==> config.mk <==
export PLATFORM = sky130hd
export DESIGN_NAME = vga_console_scheduler
export DESIGN_NICKNAME = d
export VERILOG_FILES = /design/src/rtl/vga_console_scheduler.sv
export SDC_FILE = /design/constraint.sdc
export NUM_CORES = 1
export LEC_CHECK = 0
export ABC_AREA = 0
export CORE_MARGIN = 10
export CORE_UTILIZATION = 45
export CTS_BUF_LIST = sky130_fd_sc_hd__clkbuf_4 sky130_fd_sc_hd__clkbuf_8
export DETAILED_ROUTE_END_ITERATION = 10
export DONT_BUFFER_PORTS = 1
export HOLD_SLACK_MARGIN = 0.08
export PLACE_DENSITY_LB_ADDON = 0.25
export SYNTH_ARGS = -nofsm -noshare
export SYNTH_HDL_FRONTEND = slang
export SYNTH_SLANG_ARGS = --single-unit
==> constraint.sdc <==
create_clock -name HCLK -period 3 [get_ports HCLK]
set_input_delay 0.3 -clock HCLK [delete_from_list [all_inputs] [get_ports HCLK]]
set_output_delay 0.3 -clock HCLK [all_outputs]
set_load 0.02 [all_outputs]
==> src/rtl/vga_console_scheduler.sv <==
// vga_console_scheduler
//   Arbitrates two byte requesters into a character FIFO and drains the FIFO
//   into the console as one-cycle font_we pulses. Two consecutive pulses are
//   always separated by at least GAP font_we-low cycles, and nothing is
//   issued while scroll is high.
//
// Ports
//   HCLK, HRESETn           clock, async active-low reset
//   reqN_valid/data/ready   requester N handshake (N = 0,1), ready is comb
//   scroll                  stall draining while high
//   font_we, font_data      registered write strobe and character code
//   fifo_level              current FIFO occupancy
//   busy                    FIFO non-empty or drain FSM not idle
module vga_console_scheduler #(
  parameter int FIFO_DEPTH = 8,
  parameter int GAP        = 1
) (
  input  logic                        HCLK,
  input  logic                        HRESETn,
  input  logic                        req0_valid,
  input  logic [7:0]                  req0_data,
  output logic                        req0_ready,
  input  logic                        req1_valid,
  input  logic [7:0]                  req1_data,
  output logic                        req1_ready,
  input  logic                        scroll,
  output logic                        font_we,
  output logic [7:0]                  font_data,
  output logic [$clog2(FIFO_DEPTH):0] fifo_level,
  output logic                        busy
);

  localparam int              AW      = $clog2(FIFO_DEPTH);
  localparam logic [AW:0]     DEPTH_L = FIFO_DEPTH[AW:0];
  localparam logic [3:0]      GAP_LD  = (GAP > 0) ? 4'(GAP - 1) : 4'd0;

  typedef enum logic [1:0] {IDLE = 2'd0, ISSUE = 2'd1, HOLD = 2'd2} state_t;

  state_t                     state, state_nxt;
  logic [3:0]                 gap_cnt, gap_cnt_nxt;
  logic                       last_winner;
  logic [FIFO_DEPTH-1:0][7:0] mem;
  logic [AW-1:0]              wr_ptr, rd_ptr;
  logic [AW:0]                level;
  logic                       gnt0, gnt1, full, push, pop, drain_ok;
  logic [7:0]                 push_data;
  logic                       font_we_nxt;
  logic [7:0]                 font_data_nxt;

  // ---------------- arbitration ----------------
  // With both valid, the grant goes to whoever did not win last.
  assign gnt0 = req0_valid & (~req1_valid | last_winner);
  assign gnt1 = req1_valid & (~req0_valid | ~last_winner);
  assign full = (level == DEPTH_L);

  // Ready is forced low during reset so nothing looks accepted.
  assign req0_ready = HRESETn & ~full & gnt0;
  assign req1_ready = HRESETn & ~full & gnt1;
  assign push       = (req0_valid & req0_ready) | (req1_valid & req1_ready);
  assign push_data  = gnt0 ? req0_data : req1_data;

  // ---------------- drain eligibility ----------------
  // A pop may happen from IDLE, straight out of ISSUE when GAP is zero, or
  // on the last HOLD cycle; the latter makes the low run exactly GAP cycles.
  always_comb begin
    drain_ok = 1'b0;
    case (state)
      IDLE:    drain_ok = 1'b1;
      ISSUE:   drain_ok = (GAP == 0);
      HOLD:    drain_ok = (gap_cnt == 4'd0);
      default: drain_ok = 1'b0;
    endcase
  end

  assign pop = drain_ok & (level != '0) & ~scroll;

  // ---------------- FIFO ----------------
  always_ff @(posedge HCLK or negedge HRESETn) begin
    if (!HRESETn) begin
      wr_ptr      <= '0;
      rd_ptr      <= '0;
      level       <= '0;
      last_winner <= 1'b1;
    end else begin
      if (push) begin
        wr_ptr      <= wr_ptr + 1'b1;
        last_winner <= gnt1;
      end
      if (pop) rd_ptr <= rd_ptr + 1'b1;
      case ({push, pop})
        2'b10:   level <= level + 1'b1;
        2'b01:   level <= level - 1'b1;
        default: level <= level;
      endcase
    end
  end

  // Storage needs no reset: occupancy alone decides what is valid.
  always_ff @(posedge HCLK) begin
    if (push) mem[wr_ptr] <= push_data;
  end

  // ---------------- drain FSM: state register ----------------
  always_ff @(posedge HCLK or negedge HRESETn) begin
    if (!HRESETn) begin
      state     <= IDLE;
      gap_cnt   <= 4'd0;
      font_we   <= 1'b0;
      font_data <= 8'h00;
    end else begin
      state     <= state_nxt;
      gap_cnt   <= gap_cnt_nxt;
      font_we   <= font_we_nxt;
      font_data <= font_data_nxt;
    end
  end

  // ---------------- drain FSM: next state ----------------
  always_comb begin
    state_nxt   = state;
    gap_cnt_nxt = gap_cnt;
    case (state)
      IDLE: if (pop) state_nxt = ISSUE;
      ISSUE: begin
        if (pop)          state_nxt = ISSUE;
        else if (GAP > 0) begin
          state_nxt   = HOLD;
          gap_cnt_nxt = GAP_LD;
        end else          state_nxt = IDLE;
      end
      HOLD: begin
        if (gap_cnt == 4'd0) state_nxt = pop ? ISSUE : IDLE;
        else                 gap_cnt_nxt = gap_cnt - 4'd1;
      end
      default: state_nxt = IDLE;
    endcase
  end

  // ---------------- drain FSM: outputs ----------------
  always_comb begin
    font_we_nxt   = pop;
    font_data_nxt = pop ? mem[rd_ptr] : 8'h00;
  end

  assign busy       = (level != '0) | (state != IDLE);
  assign fifo_level = level;

endmodule

# Yosys cells after proc, flatten, opt, wreduce, memory -nomap -nowiden
# Index checks and enable logic that the tools add are counted.
word_totals:
  in_bits: 21
  elab_cells: 77
  ff_bits: 90
classes:
  n_eq_ne: 9
  n_bitwise: 18
  n_addsub: 5
  reduce_logical: 9
  order_cmp: 3
  muxes: 17
ops:
  columns: ["cell", "count"]
  rows:
  - ["bitwise mux 64 bit", 1]
  - ["two-way mux 8 bit", 4]
  - ["binary-select mux 8 bit (select 3 bit)", 1]
  - ["demux 8 bit (select 3 bit)", 1]
  - ["one-hot mux 4 bit (2 select lines)", 2]
  - ["bitwise AND 1 bit", 9]
  - ["< comparator 3 x 4 -> 1 bit, second input constant", 2]
  - ["two-way mux 4 bit", 2]
  - ["!= test 2 bit, second input constant", 4]
  - ["subtractor 4 x 1 -> 4 bit, second input constant", 2]
  - ["adder 3 x 1 -> 3 bit, second input constant", 2]
  - ["two-way mux 2 bit", 3]
  - ["one-hot mux 2 bit (3 select lines)", 1]
  - ["nonzero test 2 bit", 3]
  - ["NOT 1 bit", 5]
  - ["adder 4 x 1 -> 4 bit, second input constant", 1]
  - ["equality test 2 x 1 -> 1 bit, second input constant", 2]
  - ["equality test 2 bit, second input constant", 2]
  - ["equality test 4 bit, second input constant", 1]
  - ["zero test 4 bit", 1]
  - ["bitwise OR 1 bit", 4]
  - ["nonzero test 4 bit", 1]
  - ["greater-or-equal comparator 3 x 1 -> 1 bit, second input constant", 1]
  - ["AND reduction 3 bit", 1]
  - ["other kinds (5)", 5]

# Longest topological paths before layout
logic_depth:
  depth_word: 8
  depth_mapped: 13
  mapped_depth_nobuf: 13

# Worst setup path after synthesis
# Ideal clock, no wire load.
synth_path:
  kind: "reg-to-reg"
  from: "reg level[2], in the netlist fifo_level[2]"
  to: "reg level[2], in the netlist fifo_level[2]"
  t_arrival_ns: 2.286
  setup_ns: 0.135
  path_stages_with_launch: 11
  n_path_buf: 0
  required_time_ns: 2.865
  slack_ns: 0.579
  cell_sequence: "dfrtp_1 or4_4 nand3_4 inv_6 ha_1 xor2_1 ha_1 a21oi_1 xor2_1 nor2_1 xor2_1"
synth_via:
  elab_cells_between_ends: 17
synth_rtl:
  columns: ["item", "line_no", "source"]
  rows:
  - ["start: declaration", "44", "logic [AW:0] level;"]
  - ["start signal: assignment", "91", "2'b10: level <= level + 1'b1;"]
  - ["start signal: assignment", "92", "2'b01: level <= level - 1'b1;"]
  - ["start signal: assignment", "93", "default: level <= level;"]
  - ["nonzero test 4 bit (*)", "75", "assign pop = drain_ok & (level != '0) & ~scroll;"]
  - ["bitwise AND 1 bit (*) (2 in a row)", "75", null]
  - ["net font_we_nxt", "47", "logic font_we_nxt;"]
  - ["equality test 2 x 1 -> 1 bit or equality test 2 bit (tied branches)", "90", "case ({push, pop})"]
  - ["one-hot mux 4 bit (2 select lines) or nonzero test 2 bit (tied branches)", null, null]
# Mark *: on every way through the listed nets, which the timed path passes. The rest lies on a longest branch.
# A chain may end at the register's enable or synchronous reset.

# Worst setup path after layout
layout_path:
  from: "reg level[1], in the netlist fifo_level[1]"
  to: "reg level[2], in the netlist fifo_level[2]"
# Same word-level chain as after synthesis.

==> flow_metrics.py <==
metrics = {
    "flow_run": {
        "maxCapViolCount": 0,
    },
    "setup_path": {
        "worst-path-max-fanout": 10,
        "crit_top_cell": "xor2_1",
        "arrival_ps": 2830,
        "crit_type": "reg -> reg",
        "end_kind": "flop",
        "crit_required_ps": 3230,
        "critical_path.cell_chain": "or4_4, nand3_4, inv_6, ha_1, xor2_1, ha_1, a21oi_1, xor2_1, nor2_1, xor2_1",
        "crit_path_max_incr_delay_ps": 570,
        "reg2reg_slack_ps": 390,
        "cp-start-kind": "flop",
        "slowest_stage": "or4_4",
    },
    "synthesis": {
        "synth_flop_cell": "edfxtp_1",
        "syn_nets": 245,
        "synthArstFlopShare_pct": 28.9,
        "syn_avg_cell_area_um2": 17.4,
        "ys_seq_area_share_pct": 68.3,
        "synthDistinctLibCells": 42,
        "netlist_area_um2": 3770,
        "synth-seq-cells": 90,
        "synth-edff-count": 64,
        "syn_inst": 217,
        "yosysWarnings": 0,
    },
    "layout": {
        "layout_common_cells": "64 x edfxtp_1, 25 x dfrtp_1, 16 x mux4_2",
        "drive_above_1_share_pct": 26.7,
        "layout_commonest_cell": "edfxtp_1",
        "n_antenna_cell": 0,
        "num-nets-final": 263,
        "syn2layout_area_growth_pct": 11.2,
    },
    "timing": {
        "skew_ps": 8.04,
        "drv_slew": 0,
        "whs_ps": 191,
        "hold_viol": 0,
        "post-route-min-period_ps": 2610,
        "finalSetupTns_ps": 0,
        "timing.final.crit_share_pct": 86.9,
        "relSlewSlack_pct": 43.7,
        "fmax_ghz": 0.384,
        "setup_viol": 0,
        "rsz0062_at_grt": "no",
        "tightest_slew_ps": 844,
    },
    "routing": {
        "wl_per_cell_um": 19.9,
        "drt-total-wl_um": 6880,
        "first_pass_iters": 4,
        "drtIter0Drc": 57,
        "vias_per_cell": 5.51,
        "drc": 0,
        "dr_total_vias": 1902,
        "drtAntennaViolNets": 0,
    },
    "floorplanning": {
        "die_h_um": 112,
        "die_area_um2": 12400,
        "initial_core_util_pct": 46.1,
        "design.core.area_um2": 8180,
        "io_pins": 37,
        "row_count": 33,
        "fp.dieW_um": 112,
    },
    "clocking": {
        "path_clk_slew_ps": 90,
        "cts_buffers": 9,
        "htree_levels": 3,
        "ctsResizeCount": 0,
        "cts_max_path_buffers": 2,
        "worstSkewPairLatency_ps": 350,
        "clock-sinks": 90,
        "clockRootBuffer": "clkbuf_8",
        "cts_tree": "yes",
    },
    "global_routing": {
        "antenna_found_initial": 0,
        "grt_overflow": 0,
        "grt_max_degree": 27,
        "track_usage_pct": 11.5,
        "grt_pass1_wl_um": 11000,
        "grt_pass1_vias": 1917,
    },
    "place": {
        "dp_hpwl_um": 4520,
        "place.gp.congestion": 0.707,
        "numPortBuffers": 0,
    },
    "power": {
        "leakage_uw": 0.00152,
        "power.density_nw_per_um2": 881,
        "irDropWorstVdd_mv": 0.372,
    },
    "worst_hold_path": {
        "hold_path.class": "in -> reg",
    },
    "status": {
        "status": "complete, no violations",
    },
}
-- sequential cells by signal, summed over array words and instances, names as in the netlist --
| register | cells |
|---|---|
| state | 2 |
| rd_ptr | 3 |
| font_we | 1 |
| wr_ptr | 3 |
| gap_cnt | 4 |
| mem | 64 |
| fifo_level | 4 |
| font_data | 8 |
| last_winner | 1 |
-- routing by layer --
metal	vias to the layer above	track usage (%)	wire length, um
met2	53	17.0	3260
met1	976	15.2	3160
met4	0	5.66	95
met5	-	0	0
li1	867	-	-
met3	6	3.06	357
-- stage by stage --
stage	setup WS, ps	utilization (%)	instances	cell area (um2)	total power [uW]
floorplan	579	-	217	3770	2630
global placement	462	48.2	325	3940	2880
detailed placement	401	48.2	325	3940	2900
CTS	384	51.3	345	4190	3750
global route	255	51.3	345	4190	3920
finish	393	51.3	345	4190	3690
-- power breakdown --
group	internal (uW)	switching, uW	total [uW]
Combinational	501	435	935
Clock	392	437	829
Sequential	1590	338	1930
Total	2480	1210	3690
-- critical path, delay by kind of cell, from the launching register on --
| kind | cells | cell delay (ps) |
|---|---|---|
| and+or+nand+nor | 3 | 820 |
| adders and majority gates | 2 | 440 |
| AOI/OAI and AO/OA | 1 | 160 |
| buffers and inverters | 1 | 60 |
| xor gates and xnor gates | 3 | 460 |
| DFF | 1 | 550 |
-- final timing paths --
check / endpoint / from / cells after the start
worst max-delay path: fifo_level[2] / fifo_level[1] / 10
min in group asynchronous: state[1] / HRESETn / 2
worst min-delay path: wr_ptr[0] / HRESETn / 2
worst min register to register: gap_cnt[2] / gap_cnt[2] / 1
max in group asynchronous: last_winner / HRESETn / 2
worst max register to register: fifo_level[2] / fifo_level[1] / 10
-- what timing repair did --
item / 4_1_cts / 5_1_grt
hold buffers: 4 / 0
hold endpoints to repair: 27 / 0
setup buffers: 0 / 0
-- synthesized netlist by cell type, types with 2 or more instances --
master | instances | share of area (%)
ha_1 | 7 | 2.3
nand2_1 | 5 | 0.50
dfrtp_1 | 25 | 17
nor2_1 | 15 | 1.5
xor2_1 | 6 | 1.4
nand3b_1 | 2 | 0.40
nand2b_1 | 2 | 0.33
nor4bb_1 | 2 | 0.53
inv_1 | 8 | 0.80
mux2i_1 | 9 | 2.4
xnor2_1 | 4 | 0.93
nand3_1 | 2 | 0.27
mux4_2 | 16 | 9.6
a21oi_1 | 3 | 0.40
mux2_2 | 11 | 3.3
buf_2 | 2 | 0.27
o21ai_0 | 5 | 0.66
edfxtp_1 | 64 | 51
nor3_1 | 6 | 0.80
-- cells by family after synthesis --
kind of cell | share of synthesized area (%)
DFF | 68.3
adders and majority gates | 2.32
xor gates and xnor gates | 2.32
muxes | 15.6
buffers and inverters | 1.83
and+or+nand+nor | 6.64
AOI/OAI and AO/OA | 2.99
-- area by class of cell --
cell class,instances,area [um2]
Fill cell,683,3980
Sequential cell,90,2570
Multi-Input combinational cell,112,1130
Tap cell,105,131
Clock buffer,9,124
Timing Repair Buffer,13,118
Clock inverter,7,78.8
Inverter,9,38.8
Power figures use the tool's default switching activity.
